==> src/rtl/fsm_check_pkg.sv <==
// Shared types for the FSM result checker: checker state encoding and default data width.
package fsm_check_pkg;

    localparam int DEFAULT_WIDTH = 32;

    // 8-bit encoding so the state lines up with the generated fsmState width
    typedef enum logic [7:0] {
        IDLE  = 8'd0,
        CHECK = 8'd1,
        DONE  = 8'd2,
        ERROR = 8'd3
    } fsm_state_e;

    function automatic logic [7:0] sat_inc(input logic [7:0] v);
        return (v == 8'hFF) ? v : v + 8'd1;
    endfunction

endpackage

==> src/rtl/exp_fifo.sv <==
// Expected-value FIFO: power-of-two depth, head visible combinationally, pointers wrap modulo DEPTH.
// Push while full and pop while empty are ignored; reset empties it.
module exp_fifo
    import fsm_check_pkg::*;
#(
    parameter int WIDTH = DEFAULT_WIDTH,
    parameter int DEPTH = 4
) (
    input  logic             clk,
    input  logic             reset,
    input  logic             push,
    input  logic [WIDTH-1:0] din,
    input  logic             pop,
    output logic             full,
    output logic             empty,
    output logic [WIDTH-1:0] head
);

    localparam int AW = $clog2(DEPTH);
    localparam int CW = $clog2(DEPTH) + 1;

    logic [WIDTH-1:0] mem_q [DEPTH];
    logic [WIDTH-1:0] mem_d [DEPTH];
    logic [AW-1:0]    wr_ptr_q, wr_ptr_d;
    logic [AW-1:0]    rd_ptr_q, rd_ptr_d;
    logic [CW-1:0]    count_q, count_d;
    logic             push_ok;
    logic             pop_ok;

    assign full    = (count_q == CW'(DEPTH));
    assign empty   = (count_q == '0);
    assign head    = mem_q[rd_ptr_q];
    assign push_ok = push && !full;
    assign pop_ok  = pop && !empty;

    always_comb begin
        mem_d    = mem_q;
        wr_ptr_d = wr_ptr_q;
        rd_ptr_d = rd_ptr_q;
        count_d  = count_q;
        if (push_ok) begin
            mem_d[wr_ptr_q] = din;
            wr_ptr_d        = wr_ptr_q + 1'b1;
        end
        if (pop_ok) begin
            rd_ptr_d = rd_ptr_q + 1'b1;
        end
        case ({push_ok, pop_ok})
            2'b10:   count_d = count_q + 1'b1;
            2'b01:   count_d = count_q - 1'b1;
            default: count_d = count_q;
        endcase
    end

    always_ff @(posedge clk) begin
        if (reset) begin
            wr_ptr_q <= '0;
            rd_ptr_q <= '0;
            count_q  <= '0;
        end else begin
            wr_ptr_q <= wr_ptr_d;
            rd_ptr_q <= rd_ptr_d;
            count_q  <= count_d;
        end
    end

    // Storage needs no reset: entries are only read once the count says they are valid
    always_ff @(posedge clk) begin
        mem_q <= mem_d;
    end

endmodule

==> config.mk <==
export PLATFORM = sky130hd
export DESIGN_NAME = exp_fifo
export DESIGN_NICKNAME = d
export VERILOG_FILES = /design/src/rtl/fsm_check_pkg.sv /design/src/rtl/exp_fifo.sv
export SDC_FILE = /design/constraint.sdc
export NUM_CORES = 1
export LEC_CHECK = 0
export ABC_CLOCK_PERIOD_IN_PS = 3000
export BUFFER_PORTS_ARGS = -buffer_cell sky130_fd_sc_hd__buf_2
export CAP_MARGIN = 10
export CORE_MARGIN = 5
export CORE_UTILIZATION = 57
export CTS_CLUSTER_SIZE = 14
export DETAILED_ROUTE_END_ITERATION = 8
export PLACE_DENSITY = 0.81
export SYNTH_ARGS = -nofsm -noshare
export SYNTH_HDL_FRONTEND = slang
export SYNTH_SLANG_ARGS = --single-unit
==> constraint.sdc <==
create_clock -name clk -period 3 [get_ports clk]
set_clock_uncertainty 0.2 [all_clocks]
set_input_delay 0.45 -clock clk [delete_from_list [all_inputs] [get_ports clk]]
set_output_delay 0.45 -clock clk [all_outputs]
set_load 0.02 [all_outputs]
## Yosys cells after proc, flatten, opt, wreduce, memory -nomap -nowiden

Index checks and enable logic that the tools add are counted.

| word-level totals | value |
|---|---|
| flip-flop bits (word level) | 135 |
| memory bits (writable) | 0 |
| bits in read-only memories | 0 |
| latch bits | 0 |
| output and inout bits | 34 |
| memories | 0 |
| logic and storage cells | 33 |

| operators by class | value |
|---|---|
| add/subtract/negate cells | 4 |
| equality and inequality tests | 3 |
| $mul | 0 |
| divide/modulo/power cells | 0 |
| shifts and indexed selects | 0 |
| muxes and demuxes | 7 |
| reductions and logical operators | 7 |
| magnitude comparators | 3 |
| bitwise operators | 2 |

Operator list:

| operator | number |
|---|---|
| $bwmux 128 | 1 |
| $mux 32 | 3 |
| $bmux 32 s2 | 1 |
| $demux 32 s2 | 1 |
| $ge 3x3->1 const B | 2 |
| $not 2->3 | 2 |
| $pmux 3 s2 | 1 |
| $add 2x1->2 const B | 2 |
| $add 3x1->3 const B | 1 |
| $eq 3x3->1 const B | 1 |
| $logic_and 1x1->1 | 3 |
| $logic_not 3->1 | 1 |
| $lt 3x1->1 const B | 1 |
| $sub 3x1->3 const B | 1 |
| $eq 2x1->1 const B | 1 |
| $eq 2x2->1 const B | 1 |
| $logic_not 1->1 | 2 |
| $reduce_bool 2->1 | 1 |

## Logic depth before layout (Yosys ltp)

Gate-level depths: netlist (run 1).

| logic depth | value |
|---|---|
| depth in word-level cells | 6 |
| gate-level depth with buffers | 9 |

## Worst setup path after synthesis (run 1)

Ideal clock, no wire load.

| path | value |
|---|---|
| path kind | register to register |
| from | register count_q[0] |
| to | register count_q[2] |
| data required time | 2.730 ns |
| path buffers | 0 |
| stages on the path, launching flop included | 10 |
| clock period less this slack | 2.421 ns |
| data arrival time | 2.152 ns |
| setup slack | 0.579 ns |
| setup time | 0.070 ns |
| path through | dfxtp_1 > nor3b_2 > nor2_1 > inv_1 > ha_1 > inv_1 > fa_1 > xor2_1 > or3_1 > a21oi_1 |

| on the way | value |
|---|---|
| word-level cells in the longest chain between the ends | 5 |

RTL lines:

| what | line | source |
|---|---|---|
| start: declaration | exp_fifo.sv:26 | `logic [CW-1:0] count_q, count_d;` |
| start signal: assignment | exp_fifo.sv:63 | `count_q <= count_d;` |
| $eq 3x3->1 (*) | exp_fifo.sv:30 | `assign full = (count_q == CW'(DEPTH));` |
| net full | exp_fifo.sv:14 | `output logic full,` |
| $logic_not 1->1 (*) | exp_fifo.sv:33 | `assign push_ok = push && !full;` |
| $logic_and 1x1->1 (*) | exp_fifo.sv:33 |  |
| $eq 2x1->1 / $eq 2x2->1 (equally long branches) | exp_fifo.sv:48 | `case ({push_ok, pop_ok})` |
| $pmux 3 s2 / $reduce_bool 2->1 (equally long branches) | - |  |

Mark *: on every way through the listed nets, which the timed path passes. The rest lies on a longest branch.
A chain may end at the register's enable or synchronous reset.

## Final worst setup path (run 1)

| path | value |
|---|---|
| from | register rd_ptr_q[1] |
| to | output head[25] |

| on the way | value |
|---|---|
| word-level cells in the longest chain between the ends | 4 |

RTL lines:

| what | line | source |
|---|---|---|
| start: declaration | exp_fifo.sv:25 | `logic [AW-1:0] rd_ptr_q, rd_ptr_d;` |
| start signal: assignment | exp_fifo.sv:62 | `rd_ptr_q <= rd_ptr_d;` |
| $not 2->3 (implied by the code) | exp_fifo.sv:32 | `assign head = mem_q[rd_ptr_q];` |
| $bmux 32 s2 | exp_fifo.sv:32 |  |
| $mux 32 (implied by the code) (2 in series) | exp_fifo.sv:32 |  |
| end: declaration | exp_fifo.sv:16 | `output logic [WIDTH-1:0] head` |

Every way passes these cells. The select of a mux whose other input is x is not followed.

==> impl_metrics.prom, run 1 <==
# TYPE chip_impl_metric gauge
chip_impl_info{name="run_status",value="finished, final reports clean"} 1
chip_impl_metric{name="reg2regPathDepth",unit=""} 9
chip_impl_metric{name="io_pins",unit=""} 70
chip_impl_metric{name="final_net_count",unit=""} 380
chip_impl_metric{name="tightest_slew",unit="ps"} 783.6
chip_impl_metric{name="wire_length_of_the_first_global_routing_pass",unit="µm"} 14170
chip_impl_metric{name="report.final.hold_viol_count",unit=""} 0
chip_impl_info{name="critical_path.endpoint_type",value="output port"} 1
chip_impl_metric{name="hold_depth",unit=""} 4
chip_impl_metric{name="initial_core_util",unit="%"} 58.81
chip_impl_metric{name="routed_wl",unit="µm"} 8920
chip_impl_metric{name="clock_path_buffers",unit=""} 2
chip_impl_info{name="grt_most_used_layer",value="met2"} 1
chip_impl_metric{name="final_period_minus_worst_setup_slack",unit="ps"} 2641
chip_impl_metric{name="final_design_area_no_fill",unit="µm²"} 6530
chip_impl_metric{name="ctsHtreeMaxLevel",unit=""} 4
chip_impl_metric{name="grt.overflow.total",unit=""} 0
chip_impl_metric{name="place.detailed.hpwl",unit="µm"} 5179
chip_impl_metric{name="detailedRoute.firstIterationViolations",unit=""} 121
chip_impl_metric{name="cp_max_fo",unit=""} 34
chip_impl_metric{name="ys_ff_latch",unit=""} 135
chip_impl_info{name="tritoncts",value="done"} 1
chip_impl_metric{name="via_count",unit=""} 2511
chip_impl_metric{name="globalRouteMet1Util",unit="%"} 21.46
chip_impl_metric{name="core_area",unit="µm²"} 8763
chip_impl_metric{name="average_detailed_routed_wire_length_per_instance",unit="µm"} 19.43
chip_impl_metric{name="fin_crit_sh",unit="%"} 88.05
chip_impl_metric{name="floorplan.die.width",unit="µm"} 105.1
chip_impl_metric{name="clk_pin_slew",unit="ps"} 60
chip_impl_metric{name="placementRows",unit=""} 34
chip_impl_metric{name="synth_seq_area_share",unit="%"} 77.30
chip_impl_metric{name="fill_cells",unit=""} 499
chip_impl_metric{name="firstDrtPassIters",unit=""} 4
chip_impl_metric{name="power.leakage",unit="nW"} 2.337
chip_impl_metric{name="remaining_drc_errors",unit=""} 0
chip_impl_metric{name="setup_violations",unit=""} 0
chip_impl_metric{name="global_route.usage.met2",unit="%"} 28.82
chip_impl_metric{name="antennaDiodeCount",unit=""} 0
chip_impl_metric{name="cts_sinks",unit=""} 135
chip_impl_metric{name="area_growth",unit="%"} 26.71
chip_impl_info{name="min_to",value="wr_ptr_q[0]$_SDFFE_PP0P_"} 1
chip_impl_info{name="rr_endpoint",value="count_q[2]$_SDFFE_PP0P_"} 1
chip_impl_metric{name="first_global_vias",unit=""} 2668
chip_impl_metric{name="ir_worst_vdd",unit="mV"} 0.5348
chip_impl_metric{name="cts-hold-fix-buffers",unit=""} 33
chip_impl_metric{name="final_cell_count_no_fill",unit=""} 459
chip_impl_metric{name="cp.required",unit="ps"} 2350
chip_impl_metric{name="totalPowerFinal",unit="mW"} 5.433
chip_impl_metric{name="postCtsSetupRepairBufs",unit=""} 0
chip_impl_info{name="setup_repair_after_global_routing_missed_its_margin",value="false"} 1
chip_impl_metric{name="timing.max_slew.rel_slack",unit="%"} 47.76
chip_impl_info{name="cts.root.buffer_cell",value="clkbuf_8"} 1
chip_impl_metric{name="synth_fp_nets",unit=""} 260
chip_impl_metric{name="clock_latency",unit="ps"} 510
chip_impl_metric{name="pin_count_of_the_biggest_net_entering_global_routing",unit=""} 35
chip_impl_metric{name="placed_area",unit="µm²"} 5668
chip_impl_metric{name="multi_input_comb_area",unit="µm²"} 1081
chip_impl_info{name="critPathLaunchType",value="register"} 1
chip_impl_metric{name="powerDensity",unit="nW/µm²"} 832.0
chip_impl_metric{name="cts_inserted_buffers",unit=""} 17
chip_impl_metric{name="number_of_antenna_violations_at_the_first_check_in_global_routing",unit=""} 0
chip_impl_metric{name="grtUsageMet3",unit="%"} 5.734
chip_impl_metric{name="r2r_slack",unit="ps"} 640
chip_impl_metric{name="timing.setup.tns",unit="ps"} 0
chip_impl_metric{name="y_dimension_of_the_die",unit="µm"} 105.1
chip_impl_metric{name="post_synthesis_area_per_instance",unit="µm²"} 23.64
chip_impl_metric{name="synth_warnings",unit=""} 0
chip_impl_metric{name="maxCapViolCount",unit=""} 0
chip_impl_metric{name="port_buffers",unit=""} 69
chip_impl_metric{name="drive_gt1_share",unit="%"} 34.19
chip_impl_metric{name="max_freq",unit="MHz"} 378.6
chip_impl_metric{name="detail_route.vias_per_cell",unit=""} 5.471
chip_impl_metric{name="synthCells",unit=""} 218
chip_impl_info{name="worst_hold_path_type",value="primary input to register"} 1
chip_impl_info{name="timing.setup.critical_path_class",value="register to output port"} 1
chip_impl_info{name="hold_start",value="push"} 1
chip_impl_metric{name="cp_data_arrival_time",unit="ps"} 1990
chip_impl_metric{name="timing.final.max_slew_violations",unit=""} 0
chip_impl_metric{name="dieArea",unit="µm²"} 11040
chip_impl_metric{name="gpl.final_weighted_congestion",unit=""} 0.7525
chip_impl_metric{name="post_cts_resize_count",unit=""} 0
chip_impl_metric{name="post_synth_num_cell_types",unit=""} 22
chip_impl_metric{name="post-place-cells",unit=""} 394
chip_impl_metric{name="final_antenna_net_count",unit=""} 0
chip_impl_metric{name="globalRouteTotalUtil",unit="%"} 17.34
chip_impl_info{name="r2r_start",value="count_q[2]$_SDFFE_PP0P_"} 1
chip_impl_metric{name="syn-cell-area",unit="µm²"} 5154
chip_impl_metric{name="sequential_cell_area",unit="µm²"} 3986
-- cell type report --
cell class	instances	share of cell area (%)
tap	108	2.069
inverter	8	0.4599
clock buffer	17	6.342
clock inverter	15	1.801
sequential	135	61.05
multi-input combinational	67	16.55
timing repair buffer	109	11.73
-- worst max-delay path, cell delays in order (launching register included) --
cell     delay (ps)
dfxtp_2         840
mux4_1          440
buf_2           190
-- cells in the mapped netlist --
library cell	number	area share, %
nor2_1	5	0.36
mux4_1	26	13
edfxtp_1	128	75
clkbuf_1	1	0.073
nor3_1	1	0.097
ha_1	5	1.2
inv_1	8	0.58
mux2i_1	1	0.19
mux4_2	6	2.6
dfxtp_1	7	2.7
fa_1	1	0.39
or3_1	3	0.36
nor3b_2	1	0.24
nand2_1	1	0.073
o21ai_0	3	0.29
xor2_1	3	0.51
buf_6	4	0.87
nand2b_1	2	0.24
o31ai_1	1	0.15
buf_2	3	0.29
and2_1	4	0.49
a21oi_1	4	0.39
-- cells by family after synthesis --
family	count (synthesis)	share of synthesized area, %
mux	33	16.07
xor+xnor	3	0.5099
flops	135	77.30
fa+ha+maj	6	1.602
compound gates	8	0.8254
buf+inv	16	1.821
simple gates	17	1.869
-- how the worst max path moves through the flow --
stage                                   from                      end  slack, ps  depth (start not counted)
finish              rd_ptr_q[1]$_SDFFE_PP0P_                 head[25]        360                          2
global route        rd_ptr_q[1]$_SDFFE_PP0P_                 head[25]        240                          2
CTS                 rd_ptr_q[1]$_SDFFE_PP0P_                 head[25]        300                          2
detailed placement   count_q[2]$_SDFFE_PP0P_  count_q[2]$_SDFFE_PP0P_        660                          9
global placement     count_q[2]$_SDFFE_PP0P_  count_q[2]$_SDFFE_PP0P_        760                          9
floorplan            count_q[0]$_SDFFE_PP0P_  count_q[2]$_SDFFE_PP0P_        580                          9
-- report_power, final --
group / switching, mW / internal (mW) / total, mW / leakage (nW)
clock network: 0.797 / 1.03 / 1.83 / 0.256
registers: 0.0769 / 2.25 / 2.33 / 1.23
logic: 0.708 / 0.569 / 1.28 / 0.849
total: 1.58 / 3.85 / 5.43 / 2.34
-- sequential cells by signal (all words and copies together) (netlist names) --
register,count
count_q,3
wr_ptr_q,2
mem_q,128
rd_ptr_q,2
-- cell usage in the layout, fill, tap and decap left out, types with 2 or more instances in the layout --
cell type | Yosys | final
a21oi_1 | 4 | 4
and2_2 | 0 | 4
buf_12 | 0 | 3
buf_2 | 3 | 69
buf_4 | 0 | 4
clkbuf_16 | 0 | 16
clkinv_2 | 0 | 2
clkinv_4 | 0 | 2
clkinvlp_4 | 0 | 3
dfxtp_1 | 7 | 5
dfxtp_2 | 0 | 2
dlygate4sd3_1 | 0 | 33
edfxtp_1 | 128 | 128
ha_1 | 5 | 5
inv_1 | 8 | 8
inv_6 | 0 | 6
mux4_1 | 26 | 26
mux4_2 | 6 | 6
nand2b_1 | 2 | 2
nor2_1 | 5 | 5
o21ai_0 | 3 | 3
or3_1 | 3 | 3
xor2_1 | 3 | 3
-- metal layers --
layer	wire length [µm]	part of all wire, %	vias up
met1	3794	43	1264
met5	0	0	-
met4	114	1.3	0
met2	4615	52	60
li1	-	-	1175
met3	396	4.4	12
-- metrics by stage --
step                      hold slack [ps]  util, %  setup WS (ps)
final                               113.6    74.51          358.5
after global routing                152.9    74.51          242.1
after detailed placement            312.9    64.68          656.3
after CTS                           87.88    74.51          296.6
after global placement              293.1    64.68          762.5
after floorplan                     272.8        -          578.6
No activity file was read; power rests on OpenSTA's default activity.
==> run 2, diff against run 1 <==
--- a/config.mk
+++ b/config.mk
@@ -14,3 +14,3 @@
 export DETAILED_ROUTE_END_ITERATION = 8
-export PLACE_DENSITY = 0.81
+export PLACE_DENSITY = 0.78
 export SYNTH_ARGS = -nofsm -noshare
==> constraint.sdc (replaced) <==
create_clock -name clk -period 3 [get_ports clk]
set_clock_uncertainty 0.2 [all_clocks]
set_input_delay 0.15 -clock clk [delete_from_list [all_inputs] [get_ports clk]]
set_output_delay 0.15 -clock clk [all_outputs]
set_load 0.02 [all_outputs]
==> run 2 against run 1 <==
Net effect:
- core utilization is 0.99 points higher
- design area rose by 1.3%
- critical path depth grew 1
- global-route usage up 1.4 points
- via count rose by 3.1%
- register-to-register slack worse by 20 ps
- non-clock buffer count is 7 higher
- sequential power rose by 2%
==> impl_metrics.prom, run 2 (same netlist as run 1, synthesis figures left out) <==
# TYPE chip_impl_metric gauge
chip_impl_metric{name="p_int",unit="mW"} 4.163
chip_impl_metric{name="clock_latency",unit="ps"} 510
chip_impl_metric{name="p_comb_share",unit="%"} 21.9
chip_impl_metric{name="largest_register_ffs",unit=""} 128
chip_impl_metric{name="fin_crit_sh",unit="%"} 88.61
chip_impl_metric{name="wire_length_of_the_first_global_routing_pass",unit="µm"} 15370
chip_impl_metric{name="pin_count_of_the_biggest_net_entering_global_routing",unit=""} 27
chip_impl_metric{name="io_pins",unit=""} 70
chip_impl_metric{name="drt-met1-wl",unit="µm"} 3828
chip_impl_metric{name="drive_gt1_share",unit="%"} 33.33
chip_impl_metric{name="place.detailed.hpwl",unit="µm"} 5228
chip_impl_metric{name="cp.required",unit="ps"} 2650
chip_impl_metric{name="met2RoutedLength",unit="µm"} 4854
chip_impl_metric{name="max_freq",unit="MHz"} 376.2
chip_impl_metric{name="timing.setup.tns",unit="ps"} 0
chip_impl_metric{name="via_count",unit=""} 2589
chip_impl_metric{name="average_detailed_routed_wire_length_per_instance",unit="µm"} 20.27
chip_impl_metric{name="tightest_slew",unit="ps"} 616.9
chip_impl_metric{name="routed_wl",unit="µm"} 9425
chip_impl_info{name="run_status",value="finished, final reports clean"} 1
chip_impl_metric{name="port_buffers",unit=""} 69
chip_impl_metric{name="post_cts_resize_count",unit=""} 0
chip_impl_metric{name="cts_inserted_buffers",unit=""} 17
chip_impl_metric{name="ctsHtreeMaxLevel",unit=""} 4
chip_impl_info{name="critPathLaunchType",value="register"} 1
chip_impl_metric{name="seq_power_share",unit="%"} 41.5
chip_impl_metric{name="timing.max_slew.rel_slack",unit="%"} 58.87
chip_impl_metric{name="power.leakage",unit="nW"} 2.384
chip_impl_info{name="biggestRegsByFlops",value="mem_q x128, count_q x3"} 1
chip_impl_metric{name="power.share.clock",unit="%"} 36.5
chip_impl_metric{name="number_of_antenna_violations_at_the_first_check_in_global_routing",unit=""} 0
chip_impl_metric{name="y_dimension_of_the_die",unit="µm"} 105.1
chip_impl_metric{name="dieArea",unit="µm²"} 11040
chip_impl_info{name="layout.cells.most_common_list",value="128 x edfxtp_1, 69 x buf_2, 36 x dlygate4sd3_1, 26 x mux4_1, 16 x clkbuf_16"} 1
chip_impl_metric{name="antennaDiodeCount",unit=""} 0
chip_impl_metric{name="maxCapViolCount",unit=""} 0
chip_impl_info{name="timing.setup.critical_path_class",value="register to output port"} 1
chip_impl_metric{name="placementRows",unit=""} 34
chip_impl_metric{name="switching_share_of_power",unit="%"} 26.95
chip_impl_metric{name="first_global_vias",unit=""} 2766
chip_impl_metric{name="final_period_minus_worst_setup_slack",unit="ps"} 2658
chip_impl_metric{name="clk_pin_slew",unit="ps"} 60
chip_impl_metric{name="core_area",unit="µm²"} 8763
chip_impl_metric{name="initial_core_util",unit="%"} 58.81
chip_impl_metric{name="firstDrtPassIters",unit=""} 4
chip_impl_metric{name="cp_max_fo",unit=""} 18
chip_impl_metric{name="switchingPower",unit="mW"} 1.536
chip_impl_metric{name="clock_path_buffers",unit=""} 2
chip_impl_metric{name="routed-wl-met3",unit="µm"} 587
chip_impl_metric{name="globalRouteTotalUtil",unit="%"} 18.75
chip_impl_metric{name="report.final.hold_viol_count",unit=""} 0
chip_impl_metric{name="postCtsSetupRepairBufs",unit=""} 0
chip_impl_metric{name="ir_worst_vdd",unit="mV"} 0.5833
chip_impl_metric{name="cp_data_arrival_time",unit="ps"} 2310
chip_impl_info{name="tritoncts",value="done"} 1
chip_impl_info{name="most_frequent_standard_cell_in_the_layout_excluding_fill_and_tap_cells",value="edfxtp_1"} 1
chip_impl_metric{name="cts_sinks",unit=""} 135
chip_impl_info{name="setup_repair_after_global_routing_missed_its_margin",value="false"} 1
chip_impl_metric{name="final_antenna_net_count",unit=""} 0
chip_impl_info{name="top_register",value="mem_q"} 1
chip_impl_metric{name="detail_route.vias_per_cell",unit=""} 5.568
chip_impl_metric{name="powerDensity",unit="nW/µm²"} 861.3
chip_impl_metric{name="timing.final.max_slew_violations",unit=""} 0
chip_impl_info{name="highest_layer",value="met4"} 1
chip_impl_info{name="worst_hold_path_type",value="primary input to register"} 1
chip_impl_metric{name="grt.overflow.total",unit=""} 0
chip_impl_metric{name="remaining_drc_errors",unit=""} 0
chip_impl_info{name="critical_path.endpoint_type",value="output port"} 1
chip_impl_metric{name="floorplan.die.width",unit="µm"} 105.1
chip_impl_metric{name="gpl.final_weighted_congestion",unit=""} 0.7147
chip_impl_metric{name="detailedRoute.firstIterationViolations",unit=""} 140
chip_impl_metric{name="final_util",unit="%"} 75.50
chip_impl_metric{name="area_growth",unit="%"} 28.38
chip_impl_info{name="cts.root.buffer_cell",value="clkbuf_8"} 1
chip_impl_metric{name="setup_violations",unit=""} 0
chip_impl_metric{name="final_net_count",unit=""} 387
==> run 2: per-stage QoR <==
step	worst slack [ps]	hold WS, ps	cell area [µm²]	cells	power [mW]
final	341.7	186.6	6616	465	5.698
after CTS	295.4	170.8	6616	465	5.757
after global routing	246.0	168.5	6616	465	5.946
after global placement	765.1	161.5	5659	398	3.596
after floorplan	578.6	19.07	5154	218	3.257
after detailed placement	661.5	167.7	5659	398	3.612
==> run 2: routing by layer <==
layer | track usage [%] | vias up
met5 | 0 | -
met4 | 6.667 | 0
met3 | 6.597 | 14
met2 | 30.22 | 81
met1 | 23.82 | 1309
li1 | - | 1185
==> run 2: area by class of cell <==
class,count,area (µm²)
clock buffers,19,421.7
clock inverters,12,175.2
fillers,469,2147
inverters,8,30.03
multi-input cells,67,1081
flip-flops and latches,135,3985
well taps,108,135.1
repair buffers,116,788.3
==> run 2: critical path: stages (launching register included) <==
cell and delay, ps:
dfxtp_2 670, buf_4 340, mux4_1 600, buf_2 180
==> run 2: final timing paths <==
kind / start / endpoint / slack (ps) / cells after the start
min reg2reg: wr_ptr_q[1]$_SDFFE_PP0P_ / wr_ptr_q[1]$_SDFFE_PP0P_ / 320 / 2
max reg2reg: count_q[2]$_SDFFE_PP0P_ / count_q[2]$_SDFFE_PP0P_ / 620 / 9
min: din[28] / mem_q[124]$_DFFE_PP_ / 190 / 2
max: rd_ptr_q[0]$_SDFFE_PP0P_ / head[17] / 340 / 3
==> run 2: power by group through the flow <==
stage | sequential [mW] | combinational (mW) | clock (mW)
5_1_grt | 2.39 | 1.35 | 2.21
6_report | 2.37 | 1.25 | 2.08
4_1_cts | 2.37 | 1.27 | 2.12
3_3_place_gp | 2.39 | 1.21 | 0
3_5_place_dp | 2.40 | 1.21 | 0
2_1_floorplan | 2.33 | 0.929 | 0
==> run 2: timing repair <==
| action | in CTS | in global routing |
|---|---|---|
| endpoints found under the hold margin | 135 | 0 |
| hold buffers | 36 | 0 |
| setup endpoints to repair | 0 | 0 |
==> run 3, diff against run 2 <==
CELL_PAD_IN_SITES_DETAIL_PLACEMENT = 1   (was default)
CELL_PAD_IN_SITES_GLOBAL_PLACEMENT = 1   (was default)
CORE_UTILIZATION = 50   (was 57)
==> run 3 against run 2 <==
Net effect:
- final cell count grew 5.8%
- non-clock buffer count shrank 2
- register-to-register slack lost 70 ps
- sequential share of layout area grew 0.053 points
- critical path depth is the same
- power shrank 2.1%
==> impl_metrics.prom, run 3 (same netlist as run 1, synthesis figures left out) <==
# TYPE chip_impl_metric gauge
chip_impl_metric{name="timing.final.max_slew_violations",unit=""} 0
chip_impl_metric{name="fill_cells",unit=""} 878
chip_impl_metric{name="totalPowerFinal",unit="mW"} 5.581
chip_impl_info{name="top_register",value="mem_q"} 1
chip_impl_info{name="hold_start",value="din[22]"} 1
chip_impl_metric{name="initial_core_util",unit="%"} 50.60
chip_impl_metric{name="area_growth",unit="%"} 28.31
chip_impl_metric{name="ir_worst_vdd",unit="mV"} 0.4567
chip_impl_metric{name="dieArea",unit="µm²"} 12440
chip_impl_metric{name="report.final.hold_viol_count",unit=""} 0
chip_impl_info{name="most_frequent_standard_cell_in_the_layout_excluding_fill_and_tap_cells",value="edfxtp_1"} 1
chip_impl_metric{name="timing.max_slew.rel_slack",unit="%"} 44.84
chip_impl_metric{name="clock_latency",unit="ps"} 510
chip_impl_info{name="r2r_start",value="count_q[2]$_SDFFE_PP0P_"} 1
chip_impl_metric{name="placed_area",unit="µm²"} 5693
chip_impl_metric{name="ctsHtreeMaxLevel",unit=""} 4
chip_impl_info{name="setup_repair_after_global_routing_missed_its_margin",value="false"} 1
chip_impl_info{name="startpoint",value="rd_ptr_q[0]$_SDFFE_PP0P_"} 1
chip_impl_metric{name="pin_count_of_the_biggest_net_entering_global_routing",unit=""} 35
chip_impl_info{name="layout.cells.most_common_list",value="128 x edfxtp_1, 69 x buf_2, 36 x dlygate4sd3_1, 26 x mux4_1, 16 x clkbuf_16"} 1
chip_impl_metric{name="average_detailed_routed_wire_length_per_instance",unit="µm"} 21.10
chip_impl_metric{name="floorplan.die.width",unit="µm"} 111.5
chip_impl_metric{name="wire_length_of_the_first_global_routing_pass",unit="µm"} 16530
chip_impl_metric{name="grt.overflow.total",unit=""} 0
chip_impl_metric{name="core_area",unit="µm²"} 10180
chip_impl_metric{name="cts_sinks",unit=""} 135
chip_impl_metric{name="cts_inserted_buffers",unit=""} 17
chip_impl_metric{name="place.detailed.hpwl",unit="µm"} 6602
chip_impl_info{name="cts.root.buffer_cell",value="clkbuf_8"} 1
chip_impl_metric{name="max_freq",unit="MHz"} 400.3
chip_impl_metric{name="port_buffers",unit=""} 69
chip_impl_metric{name="clock_path_buffers",unit=""} 2
chip_impl_metric{name="maxCapViolCount",unit=""} 0
chip_impl_metric{name="largest_register_ffs",unit=""} 128
chip_impl_metric{name="number_of_antenna_violations_at_the_first_check_in_global_routing",unit=""} 0
chip_impl_info{name="rr_endpoint",value="count_q[2]$_SDFFE_PP0P_"} 1
chip_impl_metric{name="via_count",unit=""} 2583
chip_impl_metric{name="cp_max_fo",unit=""} 24
chip_impl_metric{name="remaining_drc_errors",unit=""} 0
chip_impl_metric{name="cp.required",unit="ps"} 2650
chip_impl_info{name="tritoncts",value="done"} 1
chip_impl_metric{name="final_period_minus_worst_setup_slack",unit="ps"} 2498
chip_impl_metric{name="y_dimension_of_the_die",unit="µm"} 111.5
chip_impl_metric{name="clk_pin_slew",unit="ps"} 60
chip_impl_info{name="worst_hold_path_type",value="primary input to register"} 1
chip_impl_metric{name="final_antenna_net_count",unit=""} 0
chip_impl_metric{name="final_design_area_no_fill",unit="µm²"} 6613
chip_impl_metric{name="first_global_vias",unit=""} 2904
chip_impl_metric{name="fin_crit_sh",unit="%"} 83.27
chip_impl_info{name="timing.setup.critical_path_class",value="register to output port"} 1
chip_impl_metric{name="setup_violations",unit=""} 0
chip_impl_metric{name="r2r_slack",unit="ps"} 550
chip_impl_info{name="run_status",value="finished, final reports clean"} 1
chip_impl_metric{name="timing.setup.tns",unit="ps"} 0
chip_impl_metric{name="io_pins",unit=""} 70
chip_impl_metric{name="tightest_slew",unit="ps"} 827.4
chip_impl_metric{name="postCtsSetupRepairBufs",unit=""} 0
chip_impl_info{name="critical_path.endpoint_type",value="output port"} 1
chip_impl_info{name="critPathLaunchType",value="register"} 1
chip_impl_metric{name="reg2regPathDepth",unit=""} 9
chip_impl_metric{name="globalRouteTotalUtil",unit="%"} 17.97
chip_impl_metric{name="drive_gt1_share",unit="%"} 32.87
chip_impl_metric{name="detailedRoute.firstIterationViolations",unit=""} 135
chip_impl_info{name="biggestRegsByFlops",value="mem_q x128, count_q x3"} 1
chip_impl_metric{name="sequential_cell_area",unit="µm²"} 3986
chip_impl_metric{name="power.leakage",unit="nW"} 2.376
chip_impl_metric{name="powerDensity",unit="nW/µm²"} 844.0
chip_impl_metric{name="placementRows",unit=""} 37
chip_impl_metric{name="post_cts_resize_count",unit=""} 0
chip_impl_metric{name="multi_input_comb_area",unit="µm²"} 1081
chip_impl_metric{name="cp_data_arrival_time",unit="ps"} 2150
chip_impl_metric{name="firstDrtPassIters",unit=""} 4
chip_impl_metric{name="final_net_count",unit=""} 385
chip_impl_metric{name="gpl.final_weighted_congestion",unit=""} 0.7141
chip_impl_info{name="worstSetupEndpoint",value="head[7]"} 1
chip_impl_metric{name="detail_route.vias_per_cell",unit=""} 5.250
chip_impl_metric{name="routed_wl",unit="µm"} 10380
chip_impl_metric{name="antennaDiodeCount",unit=""} 0
## run 3: cell types whose count changed in the layout (fill, tap and decap cells not counted)
cell,change
clkbuf_8,+6
clkbuf_1,+4
clkinvlp_4,-4
buf_4,-3
bufinv_16,-3
clkinv_1,-2
clkinv_2,+2
inv_6,-2
buf_12,+1
dfxtp_1,-1
dfxtp_2,+1
## run 3: repair_timing
action                                  CTS  global route
hold buffers                             36             0
endpoints found under the setup margin    0             0
endpoints found under the hold margin   135             0
## run 3: per-layer routing
layer / vias up / track usage (%) / part of all wire [%]
met4: 0 / 8.597 / 2.2
met1: 1326 / 21.15 / 41
li1: 1177 / - / -
met3: 16 / 4.511 / 3.9
met5: - / 0 / 0
met2: 64 / 31.00 / 53
## run 3: report_power, final
part	switching (mW)	internal, mW	total [mW]
Combinational	0.702	0.575	1.28
Sequential	0.117	2.26	2.37
Clock	0.700	1.23	1.93
## run 3: how the worst min path moves through the flow
stage | depth (start not counted) | to | slack [ps]
6_report | 2 | mem_q[118]$_DFFE_PP_ | 190
5_1_grt | 2 | mem_q[113]$_DFFE_PP_ | 190
4_1_cts | 2 | mem_q[118]$_DFFE_PP_ | 160
3_5_place_dp | 1 | mem_q[29]$_DFFE_PP_ | 170
3_3_place_gp | 1 | mem_q[122]$_DFFE_PP_ | 160
2_1_floorplan | 1 | count_q[2]$_SDFFE_PP0P_ | 20
## run 3: cell type report
cell class                      instances  area share, %
Sequential cell                       135          60.28
Tap cell                              136          2.573
Timing Repair Buffer                  114          11.88
Clock inverter                          3         0.6055
Clock buffer                           29          7.852
Inverter                                8         0.4541
Multi-Input combinational cell         67          16.35
## run 3: critical path: stages (launching register included)
cell and delay, ps:
dfxtp_2 550, buf_12 260, mux4_1 620, buf_2 190
## run 3: per-stage QoR
stage	util, %	cells	setup slack, ps	hold slack (ps)
global route	64.93	492	368.9	188.3
detailed placement	55.90	424	589.3	170.0
finish	64.93	492	501.9	192.5
global placement	55.90	424	736.2	162.3
floorplan	-	218	578.6	19.07
CTS	64.93	492	455.2	162.0
